===== src/rtl/wb_reg_writer.sv =====
// Write-back register-file writer: merges non-stallable ALU results with
// buffered load results, suppresses x0 writes and kills stale loads that a
// younger ALU write to the same register supersedes.
module wb_reg_writer #(
  parameter int unsigned FIFO_DEPTH   = 4,
  parameter int unsigned REG_NUM      = 5,
  parameter int unsigned COMMON_WIDTH = 32
) (
  input  logic                        clk,
  input  logic                        rst,
  input  logic                        alu_valid,
  input  logic [REG_NUM-1:0]          alu_rd,
  input  logic [COMMON_WIDTH-1:0]     alu_data,
  input  logic                        mem_valid,
  input  logic [REG_NUM-1:0]          mem_rd,
  input  logic [COMMON_WIDTH-1:0]     mem_data,
  output logic                        mem_ready,
  output logic [REG_NUM-1:0]          reg_write,
  output logic [COMMON_WIDTH-1:0]     data_write,
  output logic [$clog2(FIFO_DEPTH):0] wb_pending
);

  localparam int unsigned PTR_W = $clog2(FIFO_DEPTH);
  localparam int unsigned CNT_W = PTR_W + 1;

  logic [REG_NUM-1:0]      rd_q  [FIFO_DEPTH];
  logic [REG_NUM-1:0]      rd_d  [FIFO_DEPTH];
  logic [COMMON_WIDTH-1:0] dat_q [FIFO_DEPTH];
  logic [COMMON_WIDTH-1:0] dat_d [FIFO_DEPTH];
  logic [FIFO_DEPTH-1:0]   live_q, live_d;
  logic [PTR_W-1:0]        head_q, head_d, tail_q, tail_d;
  logic [CNT_W-1:0]        count_q, count_d, pend_q, pend_d;
  logic [REG_NUM-1:0]      reg_write_q, reg_write_d;
  logic [COMMON_WIDTH-1:0] data_write_q, data_write_d;

  logic alu_eff, mem_eff, fifo_empty, pop, bypass, push, xfer;

  // Handshake and source selection decisions for this cycle
  always_comb begin
    alu_eff    = alu_valid && (alu_rd != '0);
    fifo_empty = (count_q == '0);
    pop        = !alu_eff && !fifo_empty;
    mem_ready  = rst && ((count_q < CNT_W'(FIFO_DEPTH)) || pop);
    xfer       = mem_valid && mem_ready;
    mem_eff    = xfer && (mem_rd != '0);
    bypass     = mem_eff && !alu_eff && fifo_empty;
    push       = mem_eff && !bypass;
  end

  // FIFO next state: pop, kill, push, then count live entries
  always_comb begin
    rd_d    = rd_q;
    dat_d   = dat_q;
    live_d  = live_q;
    head_d  = head_q;
    tail_d  = tail_q;
    count_d = count_q + CNT_W'(push) - CNT_W'(pop);
    pend_d  = '0;
    // Popped slots have live cleared, so free slots never count as pending.
    if (pop) begin
      live_d[head_q] = 1'b0;
      head_d         = head_q + PTR_W'(1);
    end
    if (alu_eff) begin
      for (int unsigned i = 0; i < FIFO_DEPTH; i++) begin
        if (rd_q[i[PTR_W-1:0]] == alu_rd) live_d[i[PTR_W-1:0]] = 1'b0;
      end
    end
    // A same-cycle load to the ALU's register is stored already killed.
    if (push) begin
      rd_d[tail_q]   = mem_rd;
      dat_d[tail_q]  = mem_data;
      live_d[tail_q] = !(alu_eff && (mem_rd == alu_rd));
      tail_d         = tail_q + PTR_W'(1);
    end
    for (int unsigned i = 0; i < FIFO_DEPTH; i++) begin
      pend_d = pend_d + CNT_W'(live_d[i[PTR_W-1:0]]);
    end
  end

  // Output register source: ALU, then FIFO head, then load bypass
  always_comb begin
    reg_write_d  = '0;
    data_write_d = data_write_q;
    if (alu_eff) begin
      reg_write_d  = alu_rd;
      data_write_d = alu_data;
    end else if (pop) begin
      if (live_q[head_q]) begin
        reg_write_d  = rd_q[head_q];
        data_write_d = dat_q[head_q];
      end
    end else if (bypass) begin
      reg_write_d  = mem_rd;
      data_write_d = mem_data;
    end
  end

  // Control state with synchronous active-low reset
  always_ff @(posedge clk) begin
    if (!rst) begin
      live_q       <= '0;
      head_q       <= '0;
      tail_q       <= '0;
      count_q      <= '0;
      pend_q       <= '0;
      reg_write_q  <= '0;
      data_write_q <= '0;
    end else begin
      live_q       <= live_d;
      head_q       <= head_d;
      tail_q       <= tail_d;
      count_q      <= count_d;
      pend_q       <= pend_d;
      reg_write_q  <= reg_write_d;
      data_write_q <= data_write_d;
    end
  end

  // Entry payload storage; validity is tracked by count/live only
  always_ff @(posedge clk) begin
    rd_q  <= rd_d;
    dat_q <= dat_d;
  end

  assign reg_write  = reg_write_q;
  assign data_write = data_write_q;
  assign wb_pending = pend_q;

endmodule

===== config.mk =====
export PLATFORM = sky130hd
export DESIGN_NAME = wb_reg_writer
export DESIGN_NICKNAME = d
export VERILOG_FILES = /design/src/rtl/wb_reg_writer.sv
export SDC_FILE = /design/constraint.sdc
export NUM_CORES = 1
export LEC_CHECK = 0
export BUFFER_PORTS_ARGS = -buffer_cell sky130_fd_sc_hd__buf_2
export CORE_ASPECT_RATIO = 1.2
export CORE_UTILIZATION = 25
export CTS_CLUSTER_SIZE = 14
export DETAILED_ROUTE_END_ITERATION = 8
export MAX_ROUTING_LAYER = met4
export PLACE_DENSITY = 0.41
export SETUP_SLACK_MARGIN = 0.05
export SYNTH_ARGS = -nofsm -noshare
export SYNTH_HDL_FRONTEND = slang
export SYNTH_SLANG_ARGS = --single-unit

===== constraint.sdc =====
create_clock -name clk -period 3.5 [get_ports clk]
set_input_delay 0 -clock clk [delete_from_list [all_inputs] [get_ports clk]]
set_output_delay 0 -clock clk [all_outputs]
set_load 0.01 [all_outputs]

# == Word-level counts from Yosys, hierarchy flattened ==
# Cells that the tools add are included.
# Widths: inputs -> output; s select.
# word_totals
memories,0
ramBits,0
latch_bits,0
out_inout_bits,41
ff_bits,199
rom_bits,0
# op_classes
shift,0
mul,0
n_lt_le_gt_ge,8
div,0
muxes,34
eq_ne,6
n_addsub,7
reduce_logical,22
bitwise_logic,4
# ops
operator,count
$mux 32,7
$bwmux 128,1
$bmux 32 s2,1
$demux 32 s2,1
$mux 5,7
$eq 5x5->1,5
$bwmux 20,1
$logic_and 1x1->1,12
$mux 4,3
$bmux 5 s2,1
$demux 5 s2,1
$reduce_bool 5->1,2
$mux 1,7
$add 3x1->3,2
$ge 3x3->1 const B,2
$lt 2x3->1 const B,2
$not 2->3,2
$add 2x1->2 const B,2
$and 4x4->4,1
$bwmux 4,1
$demux 1 s2,2
$ge 2x1->1 const B,2
$logic_not 1->1,4
$not 4->4,1
11 further kinds,11

# == Depth between registers and ports, before layout ==
# logic_depth
ltp_word,16
depth_mapped,13
ltp_nobuf,10

# == Least setup slack after synthesis ==
# No wires, ideal clock.
# synth_timing
kind,register to register
start,register count_q[2]
end,"register pend_q[1], in the netlist wb_pending[1]"
t_arrival_ns,2.850
path_stages_with_launch,11
slack_ns,0.535
setup_ns,0.115
cell_sequence,dfxtp_1 > or3_1 > clkbuf_1 > o211a_1 > buf_6 > and2_4 > o21ai_0 > fa_1 > ha_1 > ha_1 > and2_1
# synth_via
word_cells_on_any_way,23
cone_classes,add/sub: 3; order compare: 1; mux: 8; reduce/logical: 11
# synth_rtl
element,line,source
from (decl),32,"logic [CNT_W-1:0] count_q, count_d, pend_q, pend_d;"
from (signal assigned),113,count_q <= count_d;
branches (longest 11 deep; another with $lt 3x3->1),--,
$mux 4 *,70,if (push) begin
named net live_d[3],30,"logic [FIFO_DEPTH-1:0] live_q, live_d;"
$add 3x1->3 *,77,pend_d = pend_d + CNT_W'(live_d[i[PTR_W-1:0]]);
named net pend_d[1],32,
to (signal assigned),114,pend_q <= pend_d;
to (decl),32,
# Mark *: on every way through the listed nets, which the timed path passes.
# A chain may end at the register's enable or synchronous reset.

# == Worst setup path after layout ==
# layout_timing
start,input port alu_rd[4]
end,"register pend_q[1], in the netlist wb_pending[1]"
# layout_via
elab_chain_cells,16
word_cells_on_any_way,30
cone_classes,add/sub: 3; eq/ne: 5; mux: 8; reduce/logical: 14
# layout_lines
element,line,source
from (decl),12,"input logic [REG_NUM-1:0] alu_rd,"
$reduce_bool 5->1,40,alu_eff = alu_valid && (alu_rd != '0);
$logic_and 1x1->1,40,
$logic_not 1->1,"42, 46",
$logic_and 1x1->1,42,pop = !alu_eff && !fifo_empty;
$logic_or 1x1->1,43,mem_ready = rst && ((count_q < CNT_W'(FIFO_DEPTH)) || pop);
$logic_and 1x1->1,43,
$logic_and 1x1->1,44,xfer = mem_valid && mem_ready;
$logic_and 1x1->1,45,mem_eff = xfer && (mem_rd != '0);
$logic_and 1x1->1 (2 in series),46,bypass = mem_eff && !alu_eff && fifo_empty;
$logic_not 1->1,47,push = mem_eff && !bypass;
$logic_and 1x1->1,47,
$mux 4 *,70,
named net live_d[1],30,
$add 1x1->2 *,77,
$add 2x1->3 *,77,
$add 3x1->3 *,77,
named net pend_d[1],32,
# The timed path passes the listed nets; every way through them passes the cells marked *.

==> impl_metrics.ini <==
[layout]
num_antenna_cells = 0
fin_nets = 852
drive_gt1_share_pct = 28.0
area_growth_pct = 28.4

[worst_setup_path]
cp_top_family = simple AND/OR/NAND/NOR gates
cp_common_cell = ha_1
crit_arrival_ns = 3.49
critical_path_class = in2reg
slowest_stage = or4_4
cp_num_buf_inv = 2
r2r_slack_ns = 0.55
worstSetupPathDepth = 11
cp_cell_sequence = dlygate4sd3_1 -> buf_2 -> or4_4 -> o21a_2 -> o211a_1 -> and2_4 -> o21ai_0 -> fa_1 -> ha_1 -> ha_1 -> and2_1
reg2reg_to = wb_pending[1]
slowest_delay_ns = 0.56
crit_path_end_kind = register
critPathRequiredTime_ns = 3.83
timing.rr.start = count_q[2]
cp-start-kind = input port
r2r_cells = 8
worst-path-max-fanout = 10

[route]
ant_nets = 0
wirelength_mm = 22.1
via_per_inst = 4.62
dr_total_vias = 5454
remaining_drc_errors = 0
drtIter0Drc = 355
dr.pass1.iters = 4
routedWlPerCell_um = 18.7

[sta]
slew_viol_final = 0
worstMarginPinSlew_ns = 0.857
hold_viol_final = 0
timing.final.crit_share_pct = 90.3
relSlewSlack_pct = 42.9
clock_skew_ns = 0.0130
setup_viol = 0
setup-tns-final_ns = 0
min_period_ns = 3.16
rsz0062_at_grt = no
fmax_ghz = 0.316

[worst_hold_path]
min_path_cells = 3
hp-start = alu_rd[1]
min_path_type = in2reg
worstHoldEndpoint = reg_write[1]

[yosys]
synth_edf_count = 148
synth-warning-count = 0
synth_ff_type = edfxtp_1
ys_seq_elements = 199
yosys-top-cells-area = edfxtp_1, dfxtp_1, mux4_2
syn-instance-count = 574
syn_nets = 665
synth.distinct_cells = 34
async_flop_share_pct = 0
avgSynthCellArea_um2 = 14.5
synth_top_area_share_pct = 53.5
syn-cell-area_mm2 = 0.00830
yosys.area.top_type = edfxtp_1
ys_seq_area_share_pct = 65.8

[power]
power_leakage_nw = 3.78
seq_power_share_pct = 43.3
intPower_mw = 4.47
ir_drop_mv = 0.425
power_mw = 6.64
switchingPower_mw = 2.17
p_per_area_mw_per_mm2 = 623
clkPwrFrac_pct = 28.5
power_frac_comb_pct = 28.2
netSwitchingFraction_pct = 32.7

[cts]
ctsResizeCount = 0
postCtsSetupRepairBufs = 0
cts_tree = built
cts_sinks = 199
cts_made_buffers = 17
cts.path.max_buffers = 2
h-tree-depth = 4
clkTransAtPathRegs_ns = 0.08
insertion_delay_ns = 0.43
cts-root-buf = clkbuf_16

[floorplanning]
rows = 72
dieArea_mm2 = 0.0339
ios = 119
dieWidth_um = 168
initial_core_util_pct = 25.6
die_h_um = 202
coreArea_mm2 = 0.0324

[global_route]
grt_pass1_wl_mm = 33.9
antenna_found_initial = 0
grt_usage_pct = 13.8
grt_max_degree = 73
grt_overflow_total = 0
grt_pass1_vias = 5888

[flow_run]
cap_violations = 0

[outcome]
status = complete, no violations

[place]
dp_hpwl_mm = 13.8
port-buffer-count = 118
globalplace.congestion = 0.829
## power by group through the flow
stage	clock, mW	combinational, mW	sequential [mW]
floorplan	0	1.18	2.92
global placement	0	1.84	2.92
detailed placement	0	1.85	2.93
CTS	1.95	1.92	2.88
global route	2.04	2.08	2.90
finish	1.90	1.87	2.87
## Yosys cell counts (all sizes together), types with 2 or more instances
cell type	instances
o31ai	4
nor2	11
mux4	38
nand2	70
o21ai	8
nand4	10
ha	11
nor3	7
edfxtp	148
o2bb2ai	32
fa	2
a211oi	2
xor2	16
inv	7
dfxtp	51
and2	8
nand3	14
a21oi	75
clkbuf	18
buf	21
xnor2	13
## area by class of cell
class	instances	area (um^2)
clock buffer	17	425
clock inverter	15	136
fill	3252	21800
inverter	7	26.3
multi-input combinational	329	2650
sequential	199	5470
tap	407	509
timing repair buffer	207	1440
## state kept, by name, summed over array words and instances (netlist names)
signal,cells
count_q,3
dat_q,128
data_write,32
head_q,2
live_q,4
rd_q,20
reg_write,5
tail_q,2
wb_pending,3
## layer usage
layer	routed length [um]	share of wire [%]	track usage, %
met1	9480	43	16.5
met5	0	0	-
met2	11500	52	24.3
met3	987	4.5	2.48
met4	165	0.75	3.08
## cells in the final DEF, fill, tap and decap left out, types with 2 or more instances in the layout
master         count
nand3_1           14
xor2_1            16
clkbuf_16         17
nor3_1             6
inv_8              5
a21oi_1           75
inv_1              7
and2_1             4
a211oi_1           2
dfxtp_1           49
xnor2_1           13
ha_1              11
clkinv_2           2
fa_1               2
o2bb2ai_1         32
nand4_1           10
mux4_2            38
buf_2            118
o31ai_1            3
nor2_1            10
edfxtp_1         148
dlygate4sd3_1     73
nand2_1           69
inv_6              4
and2_4             4
clkinvlp_4         2
buf_4             16
o21ai_0            7
## logic make-up after synthesis
logic type	Yosys count	synth area share, %
flip-flops	199	65.8
AO/OA/AOI/OAI	126	9.51
AND/OR/NAND/NOR	122	6.62
buffers and inverters	46	2.43
multiplexers	39	10.4
XOR/XNOR	29	3.06
adder cells (fa/ha/maj)	13	2.14
## worst max path at each step
stage	startpoint	to	slack, ns
2_1_floorplan	count_q[2]	wb_pending[1]	0.53
3_3_place_gp	alu_rd[1]	wb_pending[1]	0.50
3_5_place_dp	alu_rd[1]	wb_pending[1]	0.41
4_1_cts	alu_rd[4]	wb_pending[1]	0.36
5_1_grt	alu_rd[4]	wb_pending[1]	0.18
6_report	alu_rd[4]	wb_pending[1]	0.34
## stage by stage
| stage | area, um^2 | cells | worst slack (ns) | hold slack (ns) | utilization (%) |
|---|---|---|---|---|---|
| 2_1_floorplan | 8300 | 574 | 0.535 | 0.0989 | - |
| 3_3_place_gp | 9370 | 1076 | 0.497 | 0.226 | 28.9 |
| 3_5_place_dp | 9370 | 1076 | 0.413 | 0.231 | 28.9 |
| 4_1_cts | 10700 | 1181 | 0.360 | 0.000907 | 32.9 |
| 5_1_grt | 10700 | 1181 | 0.181 | 0.0332 | 32.9 |
| 6_report | 10700 | 1181 | 0.339 | 0.0325 | 32.9 |
## repair_timing
| item | in CTS | in global routing |
|---|---|---|
| endpoints found under the setup margin | 0 | 0 |
| hold buffers | 73 | 0 |
| endpoints found under the hold margin | 185 | 0 |
## worst register-to-register path: stages, from the launching register on
cell and delay, ns:
dfxtp_1 0.38, or3_2 0.52, o211a_1 0.36, and2_4 0.22, o21ai_0 0.31, fa_1 0.46, ha_1 0.21, ha_1 0.26
and2_1 0.15
(Power assumes the default switching activity.)
